[src/rtl/bcd_pkg.sv]
// bcd_pkg: packed-BCD price type shared by the order-book blocks
package bcd_pkg;
   localparam int PRICE_DIGITS = 4;
   typedef logic [4*PRICE_DIGITS-1:0] price_t;
endpackage

[src/rtl/ob_pkg.sv]
// ob_pkg: order-book quantity types plus the table-query sequencer types
package ob_pkg;
   localparam int QUANTITY_W = 16;
   localparam int ACCUM_QUANTITY_W = 24;
   localparam int QRY_TIMEOUT_N_DEFAULT = 64;
   typedef logic [QUANTITY_W-1:0] quantity_t;
   typedef logic [ACCUM_QUANTITY_W-1:0] accum_quantity_t;
   typedef enum logic [1:0] {QRY_IDLE, QRY_ISSUE, QRY_WAIT, QRY_RESP} qry_fsm_state_t;
   typedef struct packed {
      bcd_pkg::price_t price;
      quantity_t quantity;
   } qry_req_t;
   typedef struct packed {
      logic fill;
      logic err;
      accum_quantity_t avail;
   } qry_rsp_t;
   function automatic logic qry_fill(accum_quantity_t avail, quantity_t required);
      return avail >= accum_quantity_t'(required);
   endfunction
endpackage

[src/rtl/ob_qry_wdog.sv]
// ob_qry_wdog: loadable up-counter flagging the last permitted wait cycle
module ob_qry_wdog #(
   parameter int TIMEOUT_N = 64
) (
   input  logic clk,
   input  logic rst_n,
   input  logic load,
   input  logic en,
   output logic tc
);
   localparam int W = $clog2(TIMEOUT_N);
   logic [W-1:0] cnt_q;
   always_ff @(posedge clk)
      if (!rst_n || load) cnt_q <= '0;
      else if (en && !tc) cnt_q <= cnt_q + 1'b1;
   assign tc = cnt_q == W'(TIMEOUT_N - 1);
endmodule

[src/rtl/ob_table_qry.sv]
// ob_table_qry: sequences one fill-qualification query through the table count engine
module ob_table_qry
   import ob_pkg::*;
#(
   parameter logic is_ask = 1'b1,
   parameter int TIMEOUT_N = QRY_TIMEOUT_N_DEFAULT
) (
   input  logic clk,
   input  logic rst_n,
   input  logic req_vld,
   output logic req_rdy,
   input  bcd_pkg::price_t req_price,
   input  quantity_t req_quantity,
   output logic cnt_cmd_vld,
   output bcd_pkg::price_t cnt_cmd_price,
   input  accum_quantity_t cnt_rsp_quantity,
   input  logic cnt_busy,
   output logic rsp_vld,
   input  logic rsp_rdy,
   output logic rsp_fill,
   output accum_quantity_t rsp_avail,
   output logic rsp_err,
   output logic busy
);
   qry_fsm_state_t state_q, state_d;
   qry_req_t req_q;
   qry_rsp_t rsp_q, rsp_d;
   logic cmd_d, wdog_tc;
   ob_qry_wdog #(.TIMEOUT_N(TIMEOUT_N)) u_wdog (
      .clk(clk),
      .rst_n(rst_n),
      .load(state_q == QRY_ISSUE && cnt_cmd_vld),
      .en(state_q == QRY_WAIT),
      .tc(wdog_tc)
   );
   // The command strobe is a flop, so the engine-idle decision is taken one cycle ahead.
   always_comb begin
      state_d = state_q;
      cmd_d = 1'b0;
      rsp_d = rsp_q;
      case (state_q)
         QRY_IDLE:
            if (req_vld && req_quantity == '0) begin
               state_d = QRY_RESP;
               rsp_d = '{fill: 1'b1, err: 1'b0, avail: '0};
            end else if (req_vld) begin
               state_d = QRY_ISSUE;
               cmd_d = ~cnt_busy;
            end
         QRY_ISSUE:
            if (cnt_cmd_vld) state_d = QRY_WAIT;
            else cmd_d = ~cnt_busy;
         QRY_WAIT:
            if (!cnt_busy) begin
               state_d = QRY_RESP;
               rsp_d = '{fill: qry_fill(cnt_rsp_quantity, req_q.quantity), err: 1'b0, avail: cnt_rsp_quantity};
            end else if (wdog_tc) begin
               state_d = QRY_RESP;
               rsp_d = '{fill: 1'b0, err: 1'b1, avail: '0};
            end
         QRY_RESP:
            if (rsp_rdy) state_d = QRY_IDLE;
         default: state_d = QRY_IDLE;
      endcase
   end
   always_ff @(posedge clk) begin
      if (!rst_n) begin
         state_q <= QRY_IDLE;
         req_q <= '0;
         rsp_q <= '0;
         cnt_cmd_vld <= 1'b0;
         req_rdy <= 1'b1;
         rsp_vld <= 1'b0;
         busy <= 1'b0;
      end else begin
         state_q <= state_d;
         if (state_q == QRY_IDLE && req_vld) req_q <= '{price: req_price, quantity: req_quantity};
         rsp_q <= rsp_d;
         cnt_cmd_vld <= cmd_d;
         req_rdy <= state_d == QRY_IDLE;
         rsp_vld <= state_d == QRY_RESP;
         busy <= state_d != QRY_IDLE;
      end
   end
   assign cnt_cmd_price = req_q.price;
   assign rsp_fill = rsp_q.fill;
   assign rsp_err = rsp_q.err;
   assign rsp_avail = rsp_q.avail;
   if (is_ask) begin : g_ask_chk
      assert property (@(posedge clk) disable iff (!rst_n) cnt_cmd_vld |-> state_q == QRY_ISSUE);
   end
endmodule

[config.mk]
export PLATFORM = sky130hd
export DESIGN_NAME = ob_table_qry
export DESIGN_NICKNAME = d
export VERILOG_FILES = /design/src/rtl/bcd_pkg.sv /design/src/rtl/ob_pkg.sv /design/src/rtl/ob_qry_wdog.sv /design/src/rtl/ob_table_qry.sv
export SDC_FILE = /design/constraint.sdc
export NUM_CORES = 1
export LEC_CHECK = 0
export ABC_AREA = 1
export CORE_ASPECT_RATIO = 2
export CORE_MARGIN = 2
export CORE_UTILIZATION = 40
export CTS_CLUSTER_DIAMETER = 50
export DETAILED_ROUTE_END_ITERATION = 8
export PLACE_DENSITY = 0.79
export SETUP_SLACK_MARGIN = 0.4
export SLEW_MARGIN = 0
export SYNTH_ARGS = -nofsm -noshare
export SYNTH_HDL_FRONTEND = slang
export SYNTH_HIERARCHICAL = 1
export SYNTH_SLANG_ARGS = --single-unit
[constraint.sdc]
create_clock -name clk -period 3.6 [get_ports clk]
set_clock_uncertainty 0.2 [all_clocks]
set_input_delay 0.72 -clock clk [delete_from_list [all_inputs] [get_ports clk]]
set_output_delay 0.72 -clock clk [all_outputs]
set_load 0.02 [all_outputs]
==> flow_summary.yaml <==
routing:
  drt_iter0_markers: 221
  totalWireLength_mm: 8.222
  drt-wirelength-per-cell_um: 12.97
  vias: 3095
  tritonroute_pass_1_iters: 4
  viasPerCell: 4.882
  ant_nets: 0
  drc: 0
yosys:
  ys.warnings.count: 6
  syn_area_um2: 3428
  top_area_cell_type_share_of_the_netlist_area_pct: 40.88
  ys_seq_elements: 70
  ys_dominant_reg_cell: "sky130_fd_sc_hd__dfxtp_1"
  async_s_r_ff_share_synth_pct: 0
  synth_seq_area_share_pct: 40.88
  postSynthCellCount: 446
  yosys-top-cells-area: "sky130_fd_sc_hd__dfxtp_1, sky130_fd_sc_hd__nor2_1, sky130_fd_sc_hd__ha_1"
  post-synth-top-count-cell: "sky130_fd_sc_hd__dfxtp_1"
  synth_top_cell_by_area: "sky130_fd_sc_hd__dfxtp_1"
  synthesis.area_per_instance_um2: 7.687
  yosysUniqueCellTypes: 29
  synth.net_count: 524
  synth.cells.most_frequent: "sky130_fd_sc_hd__dfxtp_1, sky130_fd_sc_hd__nor2_1, sky130_fd_sc_hd__nand2_1"
  synth-edff-count: 0
floorplan:
  top_level_ports: 107
  design.die.area_um2: 9372
  placeableCoreArea_um2: 8292
  floorplan.initialDensity_pct: 41.35
  die_h_um: 134.9
  die_w_um: 69.46
  core.rowCount: 47
global_routing:
  grt_antenna_before_repair: 0
  maximum_number_of_pins_on_one_net_before_global_route_repair: 50
  grt_pass1_vias: 3069
  track_usage_pct: 18.02
  grt_pass1_wl_mm: 13.54
  grt_remaining_overflow: 0
power:
  power.static_leakage_uw: 0.001845
  peak_supply_drop_v: 0.0004014
  report.power.total_uw: 2018
  power.density_nw_per_um2: 430.5
job:
  max_cap_viol_count: 0
clocking:
  post-cts-setup-buffers: 0
  cts_buffer_depth: 2
  cts_hold_buffers: 0
  cts-root-buf: "sky130_fd_sc_hd__clkbuf_16"
  cts_tree: "yes"
  worst_skew_pair.late_latency_ps: 330
  htree_num_levels: 3
  cts_num_sinks: 70
  number_of_gates_resized_after_cts: 0
  number_of_buffers_inserted_during_clock_tree_synthesis: 9
  cts.reportedPaths.clkPinSlew_ps: 50
setup_path:
  r2r_end: "rsp_fill$_SDFFE_PN0P_"
  crit_type: "in -> reg"
  r2r_slack_ps: 1540
  worst_ep_required_time_ps: 3660
  regToRegStartpoint: "state_q[0]$_SDFF_PN0_"
  setup.worst_path.start_class: "input pin"
  path_max_fanout: 49
  worstRegToRegCells: 8
  cp-end-kind: "register"
  cp.arrival_ps: 2450
sta:
  final.min_clock_period_ps: 2397
  max_clock_freq_mhz: 417.2
  maxSlewViolCount: 0
  final-hold-violation-count: 0
  worst_slew_pin_slew_ps: 731.0
  max-slew-margin-rel_pct: 51.15
  final.setup.tns_ps: 0
  timing.final.crit_share_pct: 66.59
  rsz0062_at_grt: "no"
  setup_viol: 0
place:
  port_buffers: 106
  gp_congestion: 0.7626
  dp.final_hpwl_mm: 6.235
hold_path:
  holdPathEnd: "req_q[2]$_SDFFE_PN0P_"
  worstHoldPathType: "reg -> reg"
  timing.hold.worst.start: "req_q[2]$_SDFFE_PN0P_"
  hold_path_depth: 2
final_layout:
  final_layout_size_suffix_gt1_share_pct: 13.62
  post-route-util_pct: 56.53
  n_antenna_cell: 0
  area_growth_pct: 36.72
  design.final.nets: 609
run_status:
  outcome: "complete, no violations"
-- through the flow --
step | cell area, µm² | hold slack [ps] | std cells | setup slack (ps)
after CTS | 4687 | 259.1 | 634 | 1202
after floorplan | 3428 | 232.5 | 446 | 1714
after detailed placement | 4397 | 251.5 | 618 | 855.0
final | 4687 | 253.5 | 634 | 1203
after global routing | 4687 | 281.6 | 634 | 1049
after global placement | 4397 | 246.3 | 618 | 902.5
-- logic make-up after synthesis --
kind of cell / Yosys count / synth area share [%]
compound gates: 85 / 14.89
xor+xnor: 2 / 0.5110
fa+ha+maj: 17 / 6.204
buf+inv: 82 / 12.12
flops: 70 / 40.88
simple gates: 190 / 25.40
-- layer usage --
| metal | up-vias | wire [µm] | track usage, % |
|---|---|---|---|
| met5 | - | 0 | 0 |
| met4 | 0 | 259 | 9.150 |
| met3 | 18 | 414 | 4.552 |
| met2 | 95 | 4498 | 34.13 |
| met1 | 1400 | 3050 | 17.67 |
| li1 | 1582 | - | - |
-- area by class of cell --
type	count	area (µm²)
fillers	761	3605
multi-input cells	294	1612
flip-flops and latches	70	1401
repair buffers	108	1076
clock buffers	9	225.2
inverters	48	185.2
well taps	98	122.6
clock inverters	7	65.06
-- placed cells by master (no fill, tap or decap) --
cell type                         netlist  routed
sky130_fd_sc_hd__a21boi_2               1       1
sky130_fd_sc_hd__a21oi_1               27      27
sky130_fd_sc_hd__a21oi_2               20      20
sky130_fd_sc_hd__buf_4                 16       2
sky130_fd_sc_hd__bufinv_16              0       1
sky130_fd_sc_hd__clkbuf_16              0       9
sky130_fd_sc_hd__clkdlybuf4s50_1        0     106
sky130_fd_sc_hd__clkinv_1               1       1
sky130_fd_sc_hd__clkinv_2               0       4
sky130_fd_sc_hd__clkinvlp_4             0       2
sky130_fd_sc_hd__dfxtp_1               70      70
sky130_fd_sc_hd__ha_1                  17      17
sky130_fd_sc_hd__inv_1                 43      43
sky130_fd_sc_hd__inv_2                  2       2
sky130_fd_sc_hd__inv_4                  2       2
sky130_fd_sc_hd__nand2_1               55      55
sky130_fd_sc_hd__nand2_2               21      21
sky130_fd_sc_hd__nand2_4                3       3
sky130_fd_sc_hd__nand3_1               31      31
sky130_fd_sc_hd__nand3_2                1       1
sky130_fd_sc_hd__nand3b_1               2       2
sky130_fd_sc_hd__nand4_1                4       4
sky130_fd_sc_hd__nor2_1                69      69
sky130_fd_sc_hd__nor2_2                 2       2
sky130_fd_sc_hd__nor2_4                 2       2
sky130_fd_sc_hd__o21ai_0               35      35
sky130_fd_sc_hd__o21ai_1                1       1
sky130_fd_sc_hd__o21ai_2                1       1
sky130_fd_sc_hd__xnor2_1                1       1
sky130_fd_sc_hd__xor2_1                 1       1
-- state kept, by name (all words and copies together), names as in the netlist, 2 cells and up --
| name | flops |
|---|---|
| rsp_avail | 24 |
| cnt_cmd_price | 16 |
| req_q | 16 |
| u_wdog/cnt_q | 6 |
| state_q | 2 |
-- worst max-delay path, cell delays in order --
cell and delay [ps]:
sky130_fd_sc_hd__clkdlybuf4s50_1 450, sky130_fd_sc_hd__nand2_4 350, sky130_fd_sc_hd__inv_4 180, sky130_fd_sc_hd__nand3_2 140
sky130_fd_sc_hd__nand2_2 70, sky130_fd_sc_hd__inv_4 280, sky130_fd_sc_hd__nand2_1 100, sky130_fd_sc_hd__a21oi_1 140
-- power by group --
group	internal (µW)	switching, µW	total (µW)
clock	530	322	853
combinational	154	173	328
sequential	818	19.5	837
total	1500	515	2020
-- how the worst max path moves through the flow --
stage	startpoint	to	cells past startpoint
5_1_grt	req_vld	rsp_avail[1]$_SDFFE_PN0P_	8
3_3_place_gp	req_vld	rsp_fill$_SDFFE_PN0P_	8
3_5_place_dp	req_vld	rsp_fill$_SDFFE_PN0P_	8
4_1_cts	req_vld	rsp_fill$_SDFFE_PN0P_	8
2_1_floorplan	cnt_rsp_quantity[13]	rsp_fill$_SDFFE_PN0P_	9
6_report	req_vld	rsp_fill$_SDFFE_PN0P_	8
(Power assumes the default switching activity.)
